### src/rtl/box_stream_arbiter.sv
// box_stream_arbiter
//   Shares one upstream valid/ack stream channel between four producers using
//   round-robin arbitration. Each grant allows at most BURST_LEN beats. While a
//   source is granted, its data path is connected combinationally to the
//   upstream port. Per-source 32-bit beat counters can be read through a select
//   input.
//
// Ports
//   i_clk, i_rst       clock, asynchronous active-high reset
//   i_src_data_valid   per-source valid (bit n = source n)
//   i_src_data         per-source data, source n at [64n+63:64n]
//   o_src_ack          per-source ack
//   o_data_valid       upstream valid
//   o_data             upstream data
//   i_data_ack         upstream ack
//   i_enable_mask      gates new grants per source
//   o_grant            one-hot current grant, zero when idle
//   i_cnt_sel          beat counter select
//   i_cnt_clr          synchronous clear of all beat counters
//   o_cnt              selected beat counter
module box_stream_arbiter #(
   parameter int unsigned BURST_LEN = 16,
   parameter int unsigned NSRC      = 4
) (
   input  logic                 i_clk,
   input  logic                 i_rst,
   input  logic [NSRC-1:0]      i_src_data_valid,
   input  logic [NSRC*64-1:0]   i_src_data,
   output logic [NSRC-1:0]      o_src_ack,
   output logic                 o_data_valid,
   output logic [63:0]          o_data,
   input  logic                 i_data_ack,
   input  logic [NSRC-1:0]      i_enable_mask,
   output logic [NSRC-1:0]      o_grant,
   input  logic [1:0]           i_cnt_sel,
   input  logic                 i_cnt_clr,
   output logic [31:0]          o_cnt
);

   localparam logic [7:0] BeatLast = 8'(BURST_LEN - 1);

   typedef enum logic {StIdle, StBurst} state_e;

   state_e      state_q, state_d;
   logic [3:0]  grant_q, grant_d;
   logic [1:0]  last_q, last_d;
   logic [7:0]  beat_q, beat_d;
   logic [31:0] cnt_q [NSRC];
   logic [31:0] cnt_d [NSRC];

   logic [3:0]  req;
   logic [1:0]  cand;
   logic [1:0]  pick;
   logic        pick_vld;
   logic [1:0]  g;
   logic        data_valid;
   logic        xfer;

   // last_q holds the granted index for the whole burst.
   assign g = last_q;

   // Round-robin search starting just after the previous winner.
   always_comb begin
      req      = i_src_data_valid & i_enable_mask;
      cand     = '0;
      pick     = '0;
      pick_vld = 1'b0;
      for (int k = 1; k <= 4; k++) begin
         cand = last_q + 2'(k);
         if (!pick_vld && req[cand]) begin
            pick     = cand;
            pick_vld = 1'b1;
         end
      end
   end

   // Zero-latency data path while granted.
   always_comb begin
      data_valid = 1'b0;
      o_data     = '0;
      o_src_ack  = '0;
      if (state_q == StBurst) begin
         data_valid   = i_src_data_valid[g];
         o_data       = i_src_data[{g, 6'd0} +: 64];
         o_src_ack[g] = i_data_ack;
      end
      xfer = data_valid & i_data_ack;
   end

   assign o_data_valid = data_valid;
   assign o_grant      = grant_q;
   assign o_cnt        = cnt_q[i_cnt_sel];

   always_comb begin
      state_d = state_q;
      grant_d = grant_q;
      last_d  = last_q;
      beat_d  = beat_q;
      unique case (state_q)
         StIdle: begin
            if (pick_vld) begin
               state_d = StBurst;
               grant_d = 4'b0001 << pick;
               last_d  = pick;
               beat_d  = '0;
            end
         end
         StBurst: begin
            if (xfer) begin
               beat_d = beat_q + 8'd1;
            end
            // Release on early valid drop or on the final beat of the burst.
            if (!i_src_data_valid[g] || (xfer && beat_q == BeatLast)) begin
               state_d = StIdle;
               grant_d = '0;
            end
         end
         default: state_d = StIdle;
      endcase
   end

   // Clear wins over a same-cycle increment.
   always_comb begin
      for (int n = 0; n < NSRC; n++) begin
         cnt_d[n] = cnt_q[n];
         if (i_cnt_clr) begin
            cnt_d[n] = '0;
         end else if (xfer && g == 2'(n)) begin
            cnt_d[n] = cnt_q[n] + 32'd1;
         end
      end
   end

   always_ff @(posedge i_clk or posedge i_rst) begin
      if (i_rst) begin
         state_q <= StIdle;
         grant_q <= '0;
         last_q  <= 2'd3;
         beat_q  <= '0;
         for (int n = 0; n < NSRC; n++) begin
            cnt_q[n] <= '0;
         end
      end else begin
         state_q <= state_d;
         grant_q <= grant_d;
         last_q  <= last_d;
         beat_q  <= beat_d;
         for (int n = 0; n < NSRC; n++) begin
            cnt_q[n] <= cnt_d[n];
         end
      end
   end

endmodule

### config.mk
export PLATFORM = sky130hd
export DESIGN_NAME = box_stream_arbiter
export DESIGN_NICKNAME = d
export VERILOG_FILES = /design/src/rtl/box_stream_arbiter.sv
export SDC_FILE = /design/constraint.sdc
export NUM_CORES = 1
export LEC_CHECK = 0
export ABC_AREA = 0
export CORE_MARGIN = 8
export CORE_UTILIZATION = 46
export DETAILED_ROUTE_END_ITERATION = 6
export PLACE_DENSITY = 0.79
export SLEW_MARGIN = 20
export SYNTH_ARGS = -nofsm -noshare
export SYNTH_HDL_FRONTEND = slang
export SYNTH_SLANG_ARGS = --single-unit
### constraint.sdc
create_clock -name i_clk -period 5.03 [get_ports i_clk]
set_input_delay 0.7545 -clock i_clk [delete_from_list [all_inputs] [get_ports i_clk]]
set_output_delay 0.7545 -clock i_clk [all_outputs]
set_load 0.02 [all_outputs]
**Yosys cells after proc, flatten, opt, wreduce, memory -nomap -nowiden**

Index checks and enable logic that the tools add are counted.

- Bits in registers: 143
- Input bits: 270
- Logic and storage cells: 101

- Bitwise logic cells: 5
- $lt $le $gt $ge: 6
- $add $sub $neg: 8
- Reductions and logical operators: 22
- Muxes and demuxes: 43
- Equality and inequality tests: 7
- Shift operators: 2

Operators by type and width:

| operator | number |
|---|---|
| two-way mux 32 bit | 10 |
| variable part select 256 x 9 -> 64 bit | 1 |
| adder 32 x 1 -> 32 bit (second input constant) | 4 |
| binary-select mux 32 bit (select 2 bit) | 1 |
| two-way mux 64 bit | 1 |
| two-way mux 8 bit | 2 |
| one-hot mux 8 bit (2 select lines) | 1 |
| two-way mux 1 bit | 13 |
| less-than comparator 2 x 3 -> 1 bit (second input constant) | 4 |
| two-way mux 4 bit | 3 |
| binary-select mux 1 bit (select 2 bit) | 5 |
| logical AND 1 bit | 9 |
| adder 8 x 1 -> 8 bit (second input constant) | 1 |
| AND 4 bit | 2 |
| == test 8 x 4 -> 1 bit (second input constant) | 1 |
| two-way mux 2 bit | 4 |
| one-hot mux 4 bit (2 select lines) | 1 |
| nonzero test 2 bit | 4 |
| AND reduction 2 bit | 3 |
| adder 2 bit (second input constant) | 2 |
| == test 2 bit (second input constant) | 2 |
| logical NOT 1 bit | 4 |
| inequality test 2 x 1 -> 1 bit (second input constant) | 2 |
| left shift 1 x 2 -> 4 bit (first input constant) | 1 |
| 12 further kinds | 12 |

**Depth between registers and ports, before layout**

- Depth after elaboration: 16
- Gate-level depth with buffers: 11
- Depth with buffers taken out: 7

**Worst setup path after synthesis**

OpenSTA, ideal clock, no wires.

- Kind: in2out
- Start point: input port i_cnt_sel[1]
- End point: output port o_cnt[10]
- Stages: 4
- Path buffers: 3
- Path slack: 1,995 ps
- Required time: 4,276 ps
- Arrival time: 2,281 ps
- Path through: clkbuf_1 > buf_1 > clkbuf_1 > mux4_2

- Cells in the longest elaborated chain, start to end: 4

RTL lines:

| item | line | text |
|---|---|---|
| start: declaration | 35 | `input logic [1:0] i_cnt_sel,` |
| inverter 2 -> 3 bit (not written as such) | 92 | `assign o_cnt = cnt_q[i_cnt_sel];` |
| binary-select mux 32 bit (select 2 bit) | 92 |  |
| two-way mux 32 bit (not written as such) (2 in a row) | 92 |  |
| end: declaration | 37 | `output logic [31:0] o_cnt` |

Every way passes these cells. The select of a mux whose other input is x is not followed.

**Worst setup path in the final report**

- Start point: register last_q[0], in the netlist g[0]
- End point: output port o_data[20]

- Cells in the longest elaborated chain, start to end: 2

RTL lines:

| item | line | text |
|---|---|---|
| start: declaration | 46 | `logic [1:0] last_q, last_d;` |
| start signal: assignment | 146 | `last_q <= last_d;` |
| variable part select 256 x 9 -> 64 bit | 84 | `o_data = i_src_data[{g, 6'd0} +: 64];` |
| two-way mux 64 bit | 82 | `if (state_q == StBurst) begin` |
| end: declaration | 31 | `output logic [63:0] o_data,` |

Every way passes these cells.

==> impl_metrics.tcl <==
set metrics [dict create \
    gp_congestion 1.01 \
    crit_path_end_kind "primary output" \
    synth_top_family_by_area "simple AND/OR/NAND/NOR gates" \
    synth_xor_area_share_pct 8.87 \
    grt_max_degree 85 \
    cts_hold_buf 0 \
    routedWlPerCell_um 29.1 \
    wl_mm 47.4 \
    syn-num-nets 1274 \
    grt_use_met3_pct 10.9 \
    cts_root_buffer "clkbuf_16" \
    yosysTopAreaCell "dfrtp_1" \
    critPathRequiredTime_ns 4.28 \
    rows 54 \
    fin_setup_tns_ns 0 \
    grt_first_pass_wirelength_mm 68.7 \
    syn-instance-count 995 \
    syn_avg_cell_area_um2 10.2 \
    die_area_um2 27100 \
    synth_edf_count 0 \
    power.density_nw_per_um2 361 \
    path_max_fanout 36 \
    cap_violations 0 \
    finalCriticalPeriod_ns 3.88 \
    floorplan.initialDensity_pct 46.8 \
    cts.clk_slew.worst_paths_ns 0.06 \
    tightestPinTransition_ns 1.12 \
    drtIter0Drc 1063 \
    multiInputGateArea_um2 6260 \
    max-vdd-ir-drop_mv 0.259 \
    synthToLayoutAreaGrowth_pct 44.7 \
    synth_common_cells "141 x dfrtp_1, 123 x nor2_1, 97 x mux4_2" \
    finalHoldViolCount 0 \
    dp_hpwl_mm 38.7 \
    fin_skew_ns 0.00953 \
    synth-async-reset-ratio_pct 100 \
    cts-buffers-inserted 17 \
    p_int_uw 3310 \
    met1_usage_pct 46.6 \
    cts_resized 0 \
    io_pins 375 \
    synth_fa_ha_area_share_pct 1.11 \
    synth_cell_type_count 50 \
    coreArea_um2 21800 \
    seq_area_frac_synth_pct 35.2 \
    p_sw_share_pct 37.6 \
    p_leak_uw 0.00556 \
    synth_top_area_share_pct 34.7 \
    gr-total-overflow 0 \
    synth-seq-cells 143 \
    seq_area_um2 3590 \
    rsz0062_at_grt "false" \
    status "finished, final reports clean" \
    arrival_ns 3.13 \
    clk_path_buf_depth 2 \
    synth-compound-area-share_pct 4.37 \
    antenna_found_initial 10 \
    maxSlewViolCount 0 \
    slew_headroom_pct 24.6 \
    crit_path_start_kind "flip-flop" \
    dr.pass1.iters 6 \
    grt_use_total_pct 35.2 \
    criticalPathCategory "reg -> out" \
    hp-class "reg -> reg" \
    cts_tree "done" \
    first_global_vias 9987 \
    power_frac_seq_pct 27.0 \
    cts_num_sinks 143 \
    p_comb_share_pct 48.5 \
    synth.area.top_cells "dfrtp_1 35%, mux4_2 21%, and2_1 4.7%" \
    period_share_pct 77.2 \
    ys_warn_count 0 \
    grt_util_met2_pct 54.9 \
    htreeDepth 4 \
    clk_latency_ns 0.43 \
    syn_area_um2 10200 \
    drc 0 \
    die_w_um 165 \
    vias 10100 \
    cts_setup_buffers 0 \
    synthMuxAreaShare_pct 22.0 \
    port_buffers 374 \
    utilization_pct 67.7 \
    vias_per_cell 6.21 \
    synthSimpleGateAreaFrac_pct 25.2 \
    drive_above_1_share_pct 11.5 \
    synth_ff_type "dfrtp_1" \
    detail-route-antenna-nets 0 \
    yosysMostFrequentCell "dfrtp_1" \
    p_sw_uw 2000 \
    nets 1612 \
    clock_power_share_pct 24.5 \
    fillCellCount 1698 \
    dieHeight_um 165 \
    setup_viol 0 \
    grt.busiest_layer "met2" \
    max_freq_mhz 258 \
]
==> worst paths after layout <==
| path | slack (ns) | startpoint | cells past startpoint | endpoint |
|---|---|---|---|---|
| worst max-delay path | 1.15 | g[0]$_DFFE_PP1P_ | 4 | o_data[20] |
| worst min-delay path | 0.48 | o_grant[3]$_DFFE_PP0P_ | 2 | o_grant[3]$_DFFE_PP0P_ |
| worst max register to register | 1.89 | g[1]$_DFFE_PP1P_ | 5 | cnt_q[90]$_DFFE_PP0P_ |
| worst min register to register | 0.48 | o_grant[3]$_DFFE_PP0P_ | 2 | o_grant[3]$_DFFE_PP0P_ |
| max in group asynchronous | 3.36 | i_rst | 3 | cnt_q[89]$_DFFE_PP0P_ |
| min in group asynchronous | 0.87 | i_rst | 2 | o_grant[0]$_DFFE_PP0P_ |
==> per-layer routing <==
layer / up-vias / share of wire [%]
met2: 653 / 46
li1: 4349 / -
met3: 62 / 12
met4: 6 / 2.4
met1: 5079 / 39
met5: - / 0.086
==> registers in the layout, indices dropped and copies added, names as in the netlist <==
| signal | cells |
|---|---|
| state_q | 1 |
| beat_q | 8 |
| cnt_q | 128 |
| o_grant | 4 |
| g | 2 |
==> kinds of logic after synthesis <==
group	after synthesis
buffers and inverters	79
XOR/XNOR	103
AND/OR/NAND/NOR	484
flip-flops	143
multiplexers	102
AO/OA/AOI/OAI	75
adder cells (fa/ha/maj)	9
==> per-stage QoR <==
step                      cell area, um2  total power (uW)  hold WS (ns)  setup WS (ns)  std cells
after floorplan                    10200              2760         0.472          0.441        995
after global placement             14100              3980         0.464           1.57       1594
after detailed placement           14100              4000         0.475           1.53       1594
after CTS                          14700              5290         0.487           1.13       1626
after global routing               14700              5480         0.513           1.02       1633
final                              14700              5310         0.481           1.15       1633
==> placed cells by master, fill, tap and decap left out, types with 3 or more instances in the layout <==
cell type,count
buf_4,11
ha_1,9
and4_1,21
clkbuf_8,6
nand4_1,41
a22o_1,3
or3_1,14
a21oi_1,30
mux4_2,97
xnor2_1,54
nor3_1,25
clkdlybuf4s50_1,371
and2_1,76
or4_1,5
nand2_1,64
a22oi_1,3
nand2b_1,3
mux2_2,3
nor2b_1,3
o21ai_0,22
xor2_1,49
inv_1,12
and3_1,21
clkbuf_16,17
nand3_1,57
dfrtp_1,140
nor2_1,123
nor4_1,21
o31ai_1,5
nand3b_1,3
diode_2,7
==> power groups by stage <==
| stage | Sequential [uW] | Combinational (uW) | Clock [uW] |
|---|---|---|---|
| floorplan | 1250 | 1500 | 0 |
| global placement | 1450 | 2530 | 0 |
| detailed placement | 1450 | 2550 | 0 |
| CTS | 1430 | 2550 | 1310 |
| global route | 1460 | 2670 | 1350 |
| finish | 1430 | 2580 | 1300 |
==> cell type report <==
class	count	area share [%]
multi-input cells	773	42.6
clock inverters	8	0.697
clock buffers	24	3.48
flip-flops and latches	143	24.4
diodes	7	0.119
well taps	280	2.38
inverters	13	0.366
repair buffers	385	26.0
==> critical path, stage by stage, from the launching register on <==
cell	delay, ns
dfstp_4	0.95
buf_4	0.35
mux4_2	0.55
and2_1	0.18
clkdlybuf4s50_1	0.65
No activity file was read; power rests on OpenSTA's default activity.
